==> config.mk <==
export PLATFORM = sky130hd
export DESIGN_NAME = throw_controller
export DESIGN_NICKNAME = d
export VERILOG_FILES = /design/src/rtl/throw_controller.sv
export SDC_FILE = /design/constraint.sdc
export NUM_CORES = 1
export LEC_CHECK = 0
export CAP_MARGIN = 20
export CELL_PAD_IN_SITES_DETAIL_PLACEMENT = 1
export CELL_PAD_IN_SITES_GLOBAL_PLACEMENT = 1
export CORE_MARGIN = 2
export CORE_UTILIZATION = 42
export CTS_BUF_LIST = sky130_fd_sc_hd__clkbuf_2 sky130_fd_sc_hd__clkbuf_4 sky130_fd_sc_hd__clkbuf_8
export DETAILED_ROUTE_END_ITERATION = 8
export PLACE_DENSITY_LB_ADDON = 0.25
export SLEW_MARGIN = 10
export SYNTH_ARGS = -nofsm -noshare
export SYNTH_HDL_FRONTEND = slang
export SYNTH_SLANG_ARGS = --single-unit
==> constraint.sdc <==
create_clock -name clk_in -period 2.4 [get_ports clk_in]
set_clock_uncertainty 0.05 [all_clocks]
set_input_delay 0.48 -clock clk_in [delete_from_list [all_inputs] [get_ports clk_in]]
set_output_delay 0.48 -clock clk_in [all_outputs]
set_load 0.02 [all_outputs]
==> src/rtl/throw_controller.sv <==
// Throw controller: aims and charges a throw, launches it to the ball engine, waits for the
// roll to finish or time out, then cools down before the next throw until the game ends.
module throw_controller #(
  parameter int MIN_SPEED      = 1,
  parameter int MAX_SPEED      = 16,
  parameter int MAX_AIM        = 8,
  parameter int CHARGE_DIV     = 4,
  parameter int ROLL_TIMEOUT   = 600,
  parameter int COOLDOWN_TICKS = 60,
  parameter int MAX_THROWS     = 10
) (
  input  logic        clk_in,
  input  logic        rst_in,
  input  logic        tick_in,
  input  logic        btn_left,
  input  logic        btn_right,
  input  logic        btn_throw,
  input  logic        ball_done,
  output logic        valid_out,
  output logic [15:0] speed_x_out,
  output logic [15:0] speed_y_out,
  output logic        vy_neg_out,
  output logic [2:0]  state_out,
  output logic [3:0]  throw_count,
  output logic        game_over,
  output logic        timeout_flag
);

  localparam int AW = $clog2(MAX_AIM + 1) + 1;
  localparam int DW = $clog2(CHARGE_DIV + 1);
  localparam int RW = $clog2(ROLL_TIMEOUT + 1);
  localparam int CW = $clog2(COOLDOWN_TICKS + 1);

  localparam logic signed [AW-1:0] AIM_HI     = AW'(MAX_AIM);
  localparam logic signed [AW-1:0] AIM_LO     = -AIM_HI;
  localparam logic signed [AW-1:0] AIM_ONE    = AW'(1);
  localparam logic        [15:0]   SPEED_MIN  = 16'(MIN_SPEED);
  localparam logic        [15:0]   SPEED_MAX  = 16'(MAX_SPEED);
  localparam logic        [DW-1:0] DIV_LAST   = DW'(CHARGE_DIV - 1);
  localparam logic        [RW-1:0] ROLL_LAST  = RW'(ROLL_TIMEOUT - 1);
  localparam logic        [CW-1:0] COOL_LAST  = CW'(COOLDOWN_TICKS - 1);
  localparam logic        [3:0]    THROWS_MAX = 4'(MAX_THROWS);

  typedef enum logic [2:0] {
    S_IDLE     = 3'd0,
    S_AIM      = 3'd1,
    S_CHARGE   = 3'd2,
    S_LAUNCH   = 3'd3,
    S_ROLLING  = 3'd4,
    S_COOLDOWN = 3'd5
  } state_e;

  state_e                 state_q, state_d;
  logic signed [AW-1:0]   aim_q, aim_d;
  logic        [15:0]     charge_q, charge_d;
  logic        [DW-1:0]   div_q, div_d;
  logic        [RW-1:0]   roll_q, roll_d;
  logic        [CW-1:0]   cool_q, cool_d;
  logic        [15:0]     speed_x_q, speed_x_d;
  logic        [15:0]     speed_y_q, speed_y_d;
  logic                   vy_neg_q, vy_neg_d;
  logic        [3:0]      count_q, count_d;
  logic                   timeout_q, timeout_d;
  logic                   throw_prev_q, throw_prev_d;
  logic                   done_prev_q, done_prev_d;

  logic          throw_rise, throw_fall, done_rise, roll_end;
  logic [AW-1:0] aim_mag;

  assign throw_rise = btn_throw & ~throw_prev_q;
  assign throw_fall = ~btn_throw & throw_prev_q;
  assign done_rise  = ball_done & ~done_prev_q;

  // NOTE: every variable gets its default first so no path through the case infers a latch.
  always_comb begin
    state_d      = state_q;
    aim_d        = aim_q;
    charge_d     = charge_q;
    div_d        = div_q;
    roll_d       = roll_q;
    cool_d       = cool_q;
    speed_x_d    = speed_x_q;
    speed_y_d    = speed_y_q;
    vy_neg_d     = vy_neg_q;
    count_d      = count_q;
    timeout_d    = timeout_q;
    throw_prev_d = btn_throw;
    done_prev_d  = ball_done;
    roll_end     = 1'b0;
    aim_mag      = aim_q[AW-1] ? unsigned'(-aim_q) : unsigned'(aim_q);

    case (state_q)
      S_IDLE: begin
        if (!game_over && !btn_throw) state_d = S_AIM;
      end
      S_AIM: begin
        // A throw press takes priority; its tick never moves the aim.
        if (throw_rise) begin
          state_d  = S_CHARGE;
          charge_d = SPEED_MIN;
          div_d    = '0;
        end else if (tick_in && (btn_left ^ btn_right)) begin
          if (btn_right && aim_q != AIM_HI) aim_d = aim_q + AIM_ONE;
          if (btn_left  && aim_q != AIM_LO) aim_d = aim_q - AIM_ONE;
        end
      end
      S_CHARGE: begin
        if (throw_fall) begin
          state_d   = S_LAUNCH;
          speed_x_d = charge_q;
          speed_y_d = 16'(aim_mag);
          vy_neg_d  = aim_q[AW-1];
        end else if (tick_in) begin
          if (div_q == DIV_LAST) begin
            div_d = '0;
            if (charge_q < SPEED_MAX) charge_d = charge_q + 16'd1;
          end else begin
            div_d = div_q + DW'(1);
          end
        end
      end
      S_LAUNCH: begin
        state_d = S_ROLLING;
        roll_d  = '0;
      end
      S_ROLLING: begin
        if (done_rise) begin
          roll_end = 1'b1;
        end else if (tick_in) begin
          if (roll_q == ROLL_LAST) begin
            roll_end  = 1'b1;
            timeout_d = 1'b1;
          end else begin
            roll_d = roll_q + RW'(1);
          end
        end
      end
      S_COOLDOWN: begin
        if (tick_in) begin
          if (cool_q == COOL_LAST) begin
            state_d = S_IDLE;
            aim_d   = '0;
          end else begin
            cool_d = cool_q + CW'(1);
          end
        end
      end
      default: state_d = S_IDLE;
    endcase

    if (roll_end) begin
      state_d = S_COOLDOWN;
      cool_d  = '0;
      if (count_q != THROWS_MAX) count_d = count_q + 4'd1;
    end
  end

  // NOTE: sequential state uses non-blocking assignments so all flops update from pre-edge values.
  always_ff @(posedge clk_in) begin
    if (rst_in) begin
      state_q      <= S_IDLE;
      aim_q        <= '0;
      charge_q     <= '0;
      div_q        <= '0;
      roll_q       <= '0;
      cool_q       <= '0;
      speed_x_q    <= '0;
      speed_y_q    <= '0;
      vy_neg_q     <= 1'b0;
      count_q      <= '0;
      timeout_q    <= 1'b0;
      throw_prev_q <= 1'b0;
      done_prev_q  <= 1'b0;
    end else begin
      state_q      <= state_d;
      aim_q        <= aim_d;
      charge_q     <= charge_d;
      div_q        <= div_d;
      roll_q       <= roll_d;
      cool_q       <= cool_d;
      speed_x_q    <= speed_x_d;
      speed_y_q    <= speed_y_d;
      vy_neg_q     <= vy_neg_d;
      count_q      <= count_d;
      timeout_q    <= timeout_d;
      throw_prev_q <= throw_prev_d;
      done_prev_q  <= done_prev_d;
    end
  end

  assign valid_out    = (state_q == S_LAUNCH) || (state_q == S_ROLLING);
  assign speed_x_out  = speed_x_q;
  assign speed_y_out  = speed_y_q;
  assign vy_neg_out   = vy_neg_q;
  assign state_out    = state_q;
  assign throw_count  = count_q;
  assign game_over    = (count_q == THROWS_MAX);
  assign timeout_flag = timeout_q;

endmodule

==> qor_table.md <==
| Parameter | Value | Unit |
|:---|:---|:---|
| Final std cells w/o fill | 544 | - |
| Max-slew violation count | 0 | - |
| Worst-case headroom to the max-slew limit | 0.373 | - |
| H-Tree Depth | 3 | - |
| Average wire per standard cell | 14.6 | um |
| Placement Rows | 32 | - |
| Clock buffer count from CTS | 9 | - |
| Number of distinct library cells after synthesis | 58 | - |
| Cells along the critical path | nor2b_1, inv_1, o21ai_0, clkdlybuf4s50_1 | - |
| Post-route standard cell area excluding fillers | 0.00415 | mm2 |
| Core footprint | 0.00781 | mm2 |
| Total congestion overflow after global routing | 0 | - |
| Diode insertion count for antenna repair | 0 | - |
| Number of buffers inserted by post-CTS setup repair | 0 | - |
| Root cell of the clock tree | sky130_fd_sc_hd__clkbuf_8 | - |
| Num Clock Sinks | 72 | - |
| Largest stage delay on the critical path | 0.63 | ns |
| Post-CTS Hold Fix Bufs | 0 | - |
| Vert. Die Dim | 94.2 | um |
| Iteration count of the initial detailed-routing pass | 5 | - |
| IO Count | 50 | - |
| Antenna violations before repair | 0 | - |
| Startpoint Class | flip-flop | - |
| Global-route wire length before repair | 13,900 | um |
| Post-CTS clock slew at the launch and capture registers of the worst setup and hold paths | 0.08 | ns |
| Standard cell area after detailed placement | 0.00389 | mm2 |
| Area Growth Syn to Fin | 21.4 | % |
| Worst hold slack | 0.406 | ns |
| Worst setup EP type | output pin | - |
| Worst slew pin tran | 0.929 | ns |
| Cell area power density | 627 | mW/mm2 |
| Vias per inst | 5.28 | - |
| RSZ-0062 raised after global routing | false | - |
| Post-synthesis cell area | 0.00342 | mm2 |
| Comb pwr share | 0.079 | - |
| Remaining DRCs | 0 | - |
| Routed vias | 2,873 | - |
| Maximum number of pins on one net before global-route repair | 26 | - |
| Clk_lat worst skew | 0.35 | ns |
| Min Clock Period, post-route | 2.27 | ns |
| Hold Fails Final Rpt | 0 | - |
| Clock tree from TritonCTS | done | - |
| Critical path fanouts, max | 5 | - |
| Cell Count Post-Placement | 528 | - |
| Share of layout cells above drive strength 1 | 0.0995 | - |
| Net count of the finished layout | 455 | - |
| WP data required | 1.87 | ns |
| Flop pwr share | 0.470 | - |
| Area of the die | 0.00887 | mm2 |
| Share of flip-flops with an asynchronous set or reset | 0 | - |
| Critical setup path kind | flip-flop to output pin | - |
| Mapped Cells | 395 | - |
| Highest ir drop seen on vdd | 299 | uV |
| Outcome | completed | - |
| Final Util | 0.531 | - |
| P_sw | 622 | uW |
| Number of setup violations in the final report | 0 | - |
| Number of buffers on the longest clock path | 2 | - |
| Initial standard-cell utilization of the core | 0.438 | - |
| Average size of a mapped cell | 8.65 | um2 |
| Internal power contribution | 1980 | uW |
| Flops & latches, synth | 72 | - |
| PortBufs | 38 | - |
| EDFF count, synth | 0 | - |
| Max Clk Rate | 440 | MHz |
| Total power after layout | 2600 | uW |
| Number of nets with antenna violations after detailed routing | 0 | - |
| Data arrival at the endpoint of the critical path | 1.74 | ns |
| Number of maximum-capacitance violations | 0 | - |
| Vias in the first global route | 2,894 | - |
| Net switching share of the total power | 0.239 | - |
| Pleak | 0.00154 | uW |
| Yosys Warn Count | 0 | - |
| Clock Power Share | 0.451 | - |
| Initial drt markers | 66 | - |
| All-layer global routing usage | 0.199 | - |
| Leading register cell type out of synthesis | sky130_fd_sc_hd__dfxtp_1 | - |
| Die X | 94.2 | um |
| Final GP Congestion | 0.898 | - |
| Final period util | 0.948 | - |
| Master of the slowest instance on the critical path | sky130_fd_sc_hd__clkdlybuf4s50_1 | - |
| Placed wire-length estimate after detailed placement | 5730 | um |
| Part of the Yosys area used for sequential elements | 0.422 | - |
| Hold Crit Class | flip-flop to flip-flop | - |
| Wire length after detailed routing | 7970 | um |
[routing by layer]
layer	global-route usage	share of wire	wire (um)	vias to the layer above
met5	0	0	0	-
met4	0.0749	0.016	127	0
met3	0.0321	0.028	225	11
met2	0.330	0.47	3770	52
met1	0.260	0.48	3840	1384
li1	-	-	-	1426
[cell type report]
class | count | area [um2]
clock buffers | 9 | 124
clock inverters | 7 | 120
fillers | 942 | 3660
inverters | 14 | 52.6
multi-input cells | 290 | 1800
flip-flops and latches | 72 | 1440
well taps | 102 | 128
repair buffers | 50 | 485
[critical path: cells and delay by family (launching register included)]
family	cells	cell delay, ns
and+or+nand+nor	1	0.18
buffers and inverters	2	0.68
DFF	1	0.41
AOI/OAI and AO/OA	1	0.15
[state kept, by name (all words and copies together) (netlist names), 3 cells and up]
name         flops
div_q            3
aim_q            5
throw_count      4
charge_q        16
state_out        3
cool_q           6
speed_y_out      5
roll_q          10
speed_x_out     16
[layout by cell type (no fill, tap or decap), drive strengths merged, types with 4 or more instances in the layout]
cell            n
clkdlybuf4s50  37
nor2b           5
nand2b          6
o32ai           4
mux2i           4
o21ai           9
xor2            7
dfxtp          72
xnor2          12
a31oi           4
nand3          12
a21o            6
or3             5
and2           12
a21oi          34
nor3            5
a211oi          7
conb           11
and3            7
nor2           35
buf            12
ha             10
clkbuf          9
nand2          53
nand4           5
inv            14
[power groups by stage]
stage	combinational, uW	clock, uW	sequential, uW
after floorplan	146	0	1250
after global placement	196	0	1250
after detailed placement	204	0	1250
after CTS	206	1200	1220
after global routing	227	1250	1230
final	206	1170	1220
[cell usage after synthesis, types with 2 or more instances]
library cell | n | area share
sky130_fd_sc_hd__dfxtp_1 | 72 | 0.42
sky130_fd_sc_hd__nand2_1 | 52 | 0.057
sky130_fd_sc_hd__nor2_1 | 35 | 0.038
sky130_fd_sc_hd__a21oi_1 | 31 | 0.045
sky130_fd_sc_hd__inv_1 | 14 | 0.015
sky130_fd_sc_hd__buf_4 | 12 | 0.026
sky130_fd_sc_hd__nand3_1 | 12 | 0.018
sky130_fd_sc_hd__xnor2_1 | 12 | 0.031
sky130_fd_sc_hd__and2_1 | 11 | 0.020
sky130_fd_sc_hd__ha_1 | 10 | 0.037
sky130_fd_sc_hd__o21ai_0 | 9 | 0.013
sky130_fd_sc_hd__buf_2 | 8 | 0.012
sky130_fd_sc_hd__a211oi_1 | 7 | 0.015
sky130_fd_sc_hd__and3_1 | 7 | 0.013
sky130_fd_sc_hd__clkbuf_1 | 7 | 0.0077
sky130_fd_sc_hd__xor2_1 | 7 | 0.018
sky130_fd_sc_hd__a21o_1 | 6 | 0.013
sky130_fd_sc_hd__nand2b_1 | 6 | 0.011
sky130_fd_sc_hd__nand4_1 | 5 | 0.0092
sky130_fd_sc_hd__nor2b_1 | 5 | 0.0092
sky130_fd_sc_hd__nor3_1 | 5 | 0.0073
sky130_fd_sc_hd__or3_1 | 5 | 0.0092
sky130_fd_sc_hd__a31oi_1 | 4 | 0.0073
sky130_fd_sc_hd__mux2i_1 | 4 | 0.012
sky130_fd_sc_hd__o32ai_1 | 4 | 0.010
sky130_fd_sc_hd__a41oi_1 | 3 | 0.0077
sky130_fd_sc_hd__nor4_1 | 3 | 0.0055
sky130_fd_sc_hd__o21a_1 | 3 | 0.0066
sky130_fd_sc_hd__a21oi_2 | 2 | 0.0051
sky130_fd_sc_hd__and4bb_2 | 2 | 0.0073
sky130_fd_sc_hd__mux2_2 | 2 | 0.0066
sky130_fd_sc_hd__nand3b_1 | 2 | 0.0044
sky130_fd_sc_hd__nand4bb_1 | 2 | 0.0066
sky130_fd_sc_hd__nor3b_1 | 2 | 0.0044
[cells by family (layout without fill, tap and decap cells)]
logic type,count (synthesis),after routing,share of synthesized area
mux,6,6,0.0183
buf+inv,43,80,0.0655
flops,72,72,0.422
fa+ha+maj,11,11,0.0425
simple gates,166,166,0.255
xor+xnor,19,19,0.0487
other cells,1,11,0.00110
compound gates,77,77,0.147
[metrics by stage]
step | TNS, ns | worst slack [ns]
6_report | 0 | 0.126
3_3_place_gp | 0 | 0.0999
5_1_grt | 0 | 0.0113
2_1_floorplan | 0 | 0.381
4_1_cts | 0 | 0.0508
3_5_place_dp | -0.0131 | -0.0131
[path summary, 6_finish.rpt]
kind	startpoint	end	slack (ns)	cells after the start
max	state_out[2]	valid_out	0.13	4
min reg2reg	speed_x_out[14]	speed_x_out[14]	0.41	2
max reg2reg	aim_q[1]	aim_q[3]	0.17	11
min	speed_x_out[14]	speed_x_out[14]	0.41	2
[what timing repair did]
| action | in CTS | in global routing |
|---|---|---|
| endpoints found under the hold margin | 0 | 0 |
| gates resized for setup | 0 | 4 |
| setup endpoints to repair | 0 | 3 |
No activity file was read; power rests on OpenSTA's default activity.
